### config.mk
export PLATFORM = sky130hd
export DESIGN_NAME = dma_stream_wr_ctrl
export DESIGN_NICKNAME = d
export VERILOG_FILES = /design/src/rtl/dma_stream_wr_ctrl.sv
export SDC_FILE = /design/constraint.sdc
export NUM_CORES = 1
export LEC_CHECK = 0
export ABC_AREA = 1
export ABC_CLOCK_PERIOD_IN_PS = 2700
export CELL_PAD_IN_SITES_DETAIL_PLACEMENT = 1
export CELL_PAD_IN_SITES_GLOBAL_PLACEMENT = 1
export CORE_UTILIZATION = 31
export CTS_BUF_LIST = sky130_fd_sc_hd__clkbuf_8 sky130_fd_sc_hd__clkbuf_16
export CTS_CLUSTER_DIAMETER = 150
export DETAILED_ROUTE_END_ITERATION = 12
export PLACE_DENSITY = 0.78
export SLEW_MARGIN = 30
export SYNTH_ARGS = -nofsm -noshare
export SYNTH_HDL_FRONTEND = slang
export SYNTH_SLANG_ARGS = --single-unit
export TNS_END_PERCENT = 20
### constraint.sdc
create_clock -name clk -period 2.7 [get_ports clk]
set_clock_uncertainty 0.05 [all_clocks]
set_input_delay 0.81 -clock clk [delete_from_list [all_inputs] [get_ports clk]]
set_output_delay 0.81 -clock clk [all_outputs]
set_load 0.005 [all_outputs]
### src/rtl/dma_stream_wr_ctrl.sv
// dma_stream_wr_ctrl: upstream control stage for the DMA write path.
// Takes a software-programmed transfer (byte base address and word count) and
// a valid/ready word stream. It cuts the transfer into bursts, presents each
// burst on the DMA native slave write port, and reports done/err for the
// whole transfer.
//
// Build option: define DMA_STREAM_4K_SPLIT_EN to also limit every burst so
// that it never crosses a 4 KB address boundary. When the macro is undefined,
// bursts are limited only by the remaining word count and MAX_BURST.
//
// state    | meaning
// ---------+-----------------------------------------------------------
// IDLE     | waiting for start; only state with busy=0
// CALC     | size the next burst, register dma_len, clear beat counter
// WAIT_DMA | hold until the DMA is idle (dma_ready)
// XFER     | stream words through to the native port, one per handshake
// NEXT     | advance burst address and remaining count
// FIN      | wait for the last write response to drain, then pulse done

module dma_stream_wr_ctrl #(
    parameter int DMA_DATA_W = 32,
    parameter int AXI_ADDR_W = 32,
    parameter int AXI_LEN_W  = 8,
    parameter int MAX_BURST  = 256,
    parameter int CNT_W      = 24
) (
    input  logic                      clk,
    input  logic                      rst,
    input  logic                      start,
    input  logic [AXI_ADDR_W-1:0]     base_addr,
    input  logic [CNT_W-1:0]          word_cnt,
    output logic                      busy,
    output logic                      done,
    output logic                      err,
    input  logic                      s_valid,
    input  logic [DMA_DATA_W-1:0]     s_data,
    output logic                      s_ready,
    output logic                      valid,
    output logic [AXI_ADDR_W-1:0]     address,
    output logic [DMA_DATA_W-1:0]     wdata,
    output logic [DMA_DATA_W/8-1:0]   wstrb,
    input  logic                      ready,
    output logic [AXI_LEN_W-1:0]      dma_len,
    input  logic                      dma_ready,
    input  logic                      dma_error
);

    localparam int BPW = DMA_DATA_W / 8;
    localparam int BSH = $clog2(BPW);
    // Beat arithmetic is done wide enough for the word count, the burst
    // length and the 13-bit distance to the next 4 KB boundary.
    localparam int BW0 = (CNT_W > AXI_LEN_W) ? CNT_W : AXI_LEN_W;
    localparam int BW  = ((BW0 > 13) ? BW0 : 13) + 1;

    typedef enum logic [2:0] {
        IDLE     = 3'd0,
        CALC     = 3'd1,
        WAIT_DMA = 3'd2,
        XFER     = 3'd3,
        NEXT     = 3'd4,
        FIN      = 3'd5
    } state_t;

    state_t                state_q, state_d;
    logic [AXI_ADDR_W-1:0] addr_q, addr_d;
    logic [CNT_W-1:0]      rem_q, rem_d;
    logic [AXI_LEN_W-1:0]  len_q, len_d;
    logic [AXI_LEN_W-1:0]  beat_q, beat_d;
    logic                  err_q, err_d;
    logic                  done_q, done_d;

    logic [BW-1:0]         rem_ext;
    logic [BW-1:0]         max_ext;
    logic [BW-1:0]         beats_calc;
    logic [AXI_LEN_W:0]    burst_beats;
    logic                  beat_hs;

    assign rem_ext     = BW'(rem_q);
    assign max_ext     = BW'(MAX_BURST);
    assign burst_beats = {1'b0, len_q} + (AXI_LEN_W+1)'(1);
    assign beat_hs     = s_valid & ready;

`ifdef DMA_STREAM_4K_SPLIT_EN
    logic [12:0]   bytes_to_4k;
    logic [BW-1:0] lim_4k;

    assign bytes_to_4k = 13'h1000 - {1'b0, addr_q[11:0]};
    assign lim_4k      = BW'(bytes_to_4k >> BSH);

    // Burst size: smallest of remaining words, MAX_BURST and words to the 4 KB edge.
    always_comb begin
        beats_calc = (rem_ext < max_ext) ? rem_ext : max_ext;
        if (lim_4k < beats_calc) begin
            beats_calc = lim_4k;
        end
    end
`else
    // Burst size: smallest of remaining words and MAX_BURST.
    always_comb begin
        beats_calc = (rem_ext < max_ext) ? rem_ext : max_ext;
    end
`endif

    // Native port is a direct pass-through of the stream, gated to XFER.
    assign busy    = (state_q != IDLE);
    assign valid   = (state_q == XFER) & s_valid;
    assign s_ready = (state_q == XFER) & ready;
    assign wdata   = s_data;
    assign wstrb   = {BPW{valid}};
    assign address = addr_q;
    assign dma_len = len_q;
    assign done    = done_q;
    assign err     = err_q;

    // State register.
    always_ff @(posedge clk or negedge rst) begin
        if (!rst) begin
            state_q <= IDLE;
        end else begin
            state_q <= state_d;
        end
    end

    // Datapath registers: burst address, remaining words, burst length, beat count, flags.
    always_ff @(posedge clk or negedge rst) begin
        if (!rst) begin
            addr_q <= '0;
            rem_q  <= '0;
            len_q  <= '0;
            beat_q <= '0;
            err_q  <= 1'b0;
            done_q <= 1'b0;
        end else begin
            addr_q <= addr_d;
            rem_q  <= rem_d;
            len_q  <= len_d;
            beat_q <= beat_d;
            err_q  <= err_d;
            done_q <= done_d;
        end
    end

    // Next-state and datapath update logic.
    always_comb begin
        state_d = state_q;
        addr_d  = addr_q;
        rem_d   = rem_q;
        len_d   = len_q;
        beat_d  = beat_q;
        err_d   = err_q;
        done_d  = 1'b0;

        // Errors are recorded but never abort the transfer.
        if ((state_q != IDLE) && dma_error) begin
            err_d = 1'b1;
        end

        case (state_q)
            IDLE: begin
                if (start) begin
                    addr_d  = base_addr;
                    rem_d   = word_cnt;
                    err_d   = 1'b0;
                    state_d = (word_cnt == '0) ? FIN : CALC;
                end
            end
            CALC: begin
                len_d   = AXI_LEN_W'(beats_calc - BW'(1));
                beat_d  = '0;
                state_d = WAIT_DMA;
            end
            WAIT_DMA: begin
                if (dma_ready) begin
                    state_d = XFER;
                end
            end
            XFER: begin
                if (beat_hs) begin
                    beat_d = beat_q + AXI_LEN_W'(1);
                    if (beat_q == len_q) begin
                        state_d = NEXT;
                    end
                end
            end
            NEXT: begin
                addr_d  = addr_q + (AXI_ADDR_W'(burst_beats) << BSH);
                rem_d   = rem_q - CNT_W'(burst_beats);
                state_d = (rem_d == '0) ? FIN : CALC;
            end
            FIN: begin
                if (dma_ready) begin
                    done_d  = 1'b1;
                    state_d = IDLE;
                end
            end
            default: begin
                state_d = IDLE;
            end
        endcase
    end

endmodule

==> flow_metrics.env <==
export IMPL_status="finished, violations left"
export IMPL_violations="negative setup slack"
export IMPL_netlist_area_um2=6210
export IMPL_setup_viol=30
export IMPL_p_comb_share_pct=72.9
export IMPL_worst_slew_pin_slew_ns=0.623
export IMPL_vias_per_cell=5.12
export IMPL_ys_types=46
export IMPL_grt_util_met1_pct=29.4
export IMPL_via_count=6977
export IMPL_p_per_area_nw_per_um2=1600
export IMPL_grt_ovfl_total=0
export IMPL_num_io_pins=176
export IMPL_hold_buffers=0
export IMPL_crit_type="reg -> reg"
export IMPL_synth_warnings=0
export IMPL_crit_fanout=4
export IMPL_drcViolationCount=0
export IMPL_die_area_um2=20600
export IMPL_grt_max_degree=36
export IMPL_layout_drive_gt1_share_pct=24.3
export IMPL_pwr_share_clk_pct=10.2
export IMPL_syn_nets=1034
export IMPL_p_int_uw=7520
export IMPL_slew_headroom_pct=58.4
export IMPL_final_net_count=1213
export IMPL_synth_common_cells="nand2_1 (275), inv_1 (102), nor2_1 (93)"
export IMPL_cp_data_required_time_ns=2.95
export IMPL_leakage_uw=0.00418
export IMPL_busiest_layer="met2"
export IMPL_h_tree_depth=3
export IMPL_synth_area_top_cells="dfrtp_1 (31%), nand2_1 (17%), inv_1 (6.2%)"
export IMPL_cts_tree="built"
export IMPL_synth_fa_ha_area_share_pct=4.88
export IMPL_synth_async_sr_flop_share_pct=100
export IMPL_dp_slack_ns=-0.440
export IMPL_numCtsBuffers=9
export IMPL_die_w_um=143
export IMPL_dpl_cell_area_um2=8100
export IMPL_wl_per_cell_um=18.2
export IMPL_rsz0062_at_grt="yes"
export IMPL_drv_cap=0
export IMPL_fillers=2469
export IMPL_grt_usage_pct=24.4
export IMPL_clock_sinks=77
export IMPL_clk_latency_ns=0.36
export IMPL_cts_max_path_buffers=2
export IMPL_placeableCoreArea_um2=19500
export IMPL_syn2layout_area_growth_pct=46.2
export IMPL_synth_edf_count=0
export IMPL_drtPass1Iterations=4
export IMPL_start_util_pct=31.8
export IMPL_num_rows=51
export IMPL_synth_top_family_by_area="simple AND/OR/NAND/NOR gates"
export IMPL_p_sw_uw=6970
export IMPL_multi_input_area_um2=4020
export IMPL_syn_area_per_cell_um2=6.78
export IMPL_endpoint_kind="flip-flop"
export IMPL_grtUsageMet3_pct=3.10
export IMPL_portBuffers=111
export IMPL_cp_start_kind="flip-flop"
export IMPL_yosys_area_top_type="dfrtp_1"
export IMPL_finalWorstSetupSlack_ns=-0.278
export IMPL_cts_root_buffer="clkbuf_16"
export IMPL_antenna_cells=0
export IMPL_power_frac_seq_pct=16.9
export IMPL_period_needed_ns=2.98
export IMPL_fmax_ghz=0.336
export IMPL_synth_compound_area_share_pct=12.0
export IMPL_slew_violations=0
export IMPL_path_clk_slew_ns=0.06
export IMPL_power_uw=14500
export IMPL_grt_use_met2_pct=42.7
export IMPL_synth_top_cell_area_share_pct=31.0
export IMPL_synth_simple_area_share_pct=34.5
export IMPL_grt_pass1_wl_um=38100
export IMPL_synth_seq_cells=77
export IMPL_synth_mux_area_share_pct=0.323
export IMPL_hold_viol_final=0
export IMPL_hold_class="in -> async"
export IMPL_grt_pass1_vias=7302
export IMPL_synth_ff_type="dfrtp_1"
export IMPL_yosysMostFrequentCell="nand2_1"
export IMPL_swShare_pct=48.1
export IMPL_timing_final_crit_share_pct=110
export IMPL_cp_arrival_ns=3.23
export IMPL_ir_worst_vdd_mv=0.780
export IMPL_drt_total_wl_um=24800
export IMPL_seq_area_um2=1930
export IMPL_place_gp_congestion=0.863
export IMPL_ant_nets=0
export IMPL_antenna_found_initial=0
export IMPL_seq_area_frac_synth_pct=31.0
export IMPL_hpwlAfterDp_um=17900
export IMPL_synth_xor_area_share_pct=4.23
export IMPL_finalInstanceArea_um2=9080
export IMPL_finalSetupTns_ns=-3.56
export IMPL_synthCells=916
export IMPL_drt_iter0_drc=327
export IMPL_dieHeight_um=143
## cells in the final DEF, fill, tap and decap left out, types with 10 or more instances in the layout
cell type          n
nand2_1          238
buf_4            105
clkdlybuf4s50_1  104
inv_1             93
nor2_1            80
dfrtp_1           76
nand3_1           45
nand2_2           35
a21oi_1           23
o21ai_1           23
inv_2             19
nor2_2            16
nand4_1           16
o211ai_1          16
o21ai_0           15
o221ai_1          15
nor3_1            14
xor2_1            13
nor4_1            11
xnor2_1           10
## logic make-up after synthesis
kind of cell	after synthesis
xor gates and xnor gates	30
buffers and inverters	172
AOI/OAI and AO/OA	119
and+or+nand+nor	493
DFF	77
muxes	2
adders and majority gates	23
## state kept, by name, summed over array words and instances (netlist names)
signal	cells
address	32
beat_q	8
dma_len	8
done	1
err	1
rem_q	24
state_q	3
## path summary, 6_finish.rpt
path	end	from	cells past startpoint	slack [ns]
max	state_q[2]$_DFFE_PN0P_	dma_len[2]$_DFFE_PN0P_	20	-0.28
min	address[5]$_DFFE_PN0P_	rst	1	0.34
max reg2reg	state_q[2]$_DFFE_PN0P_	dma_len[2]$_DFFE_PN0P_	20	-0.28
min reg2reg	address[0]$_DFFE_PN0P_	address[0]$_DFFE_PN0P_	2	0.43
max in group asynchronous	dma_len[6]$_DFFE_PN0P_	rst	2	1.67
min in group clk	address[0]$_DFFE_PN0P_	address[0]$_DFFE_PN0P_	2	0.43
## critical path, cell delays in order (launching register included)
cell	delay, ns
dfrtp_1	0.36
inv_1	0.08
nor3_4	0.22
nand3_2	0.11
buf_4	0.15
xor2_2	0.18
ha_2	0.35
nand2_1	0.11
nand2_1	0.11
inv_1	0.10
nand3_2	0.11
buf_4	0.17
xnor2_4	0.14
nand2_1	0.09
nor2_2	0.12
nand2_1	0.08
nor2_2	0.12
nand3_1	0.07
nand2_1	0.07
nand2_1	0.05
nand2_1	0.06
## timing repair
item / 4_1_cts / 5_1_grt
setup buffers: 6 / 6
pin swaps: 17 / 45
gates resized for setup: 68 / 73
endpoints found under the setup margin: 45 / 45
gates cloned: 0 / 0
hold endpoints to repair: 0 / 0
## final cells by class
cell class                 count  area share, %
multi-input combinational    667           44.3
clock inverter                 4           1.05
timing repair buffer         223           22.0
sequential                    77           21.2
clock buffer                  11           2.78
inverter                     117           4.95
tap                          265           3.65
## power by group through the flow
| stage | sequential (uW) | combinational [uW] | clock [uW] |
|---|---|---|---|
| 5_1_grt | 2520 | 11400 | 1530 |
| 3_5_place_dp | 2380 | 8690 | 0 |
| 6_report | 2450 | 10600 | 1480 |
| 2_1_floorplan | 2230 | 4660 | 0 |
| 3_3_place_gp | 2360 | 8420 | 0 |
| 4_1_cts | 2400 | 9580 | 1490 |
## through the flow
| stage | cells | util, % | hold WS [ns] |
|---|---|---|---|
| CTS | 1359 | 44.9 | 0.342 |
| finish | 1364 | 46.5 | 0.335 |
| detailed placement | 1338 | 41.5 | 0.416 |
| floorplan | 916 | - | 0.415 |
| global route | 1364 | 46.5 | 0.367 |
| global placement | 1338 | 41.5 | 0.408 |
## layer usage
| layer | vias to the layer above | share of wire, % | routed length (um) |
|---|---|---|---|
| met5 | - | 0 | 0 |
| met4 | 0 | 3.4 | 837 |
| met3 | 46 | 4.0 | 992 |
| met2 | 175 | 51 | 12600 |
| met1 | 3438 | 42 | 10400 |
| li1 | 3318 | - | - |
(Power assumes the default switching activity.)
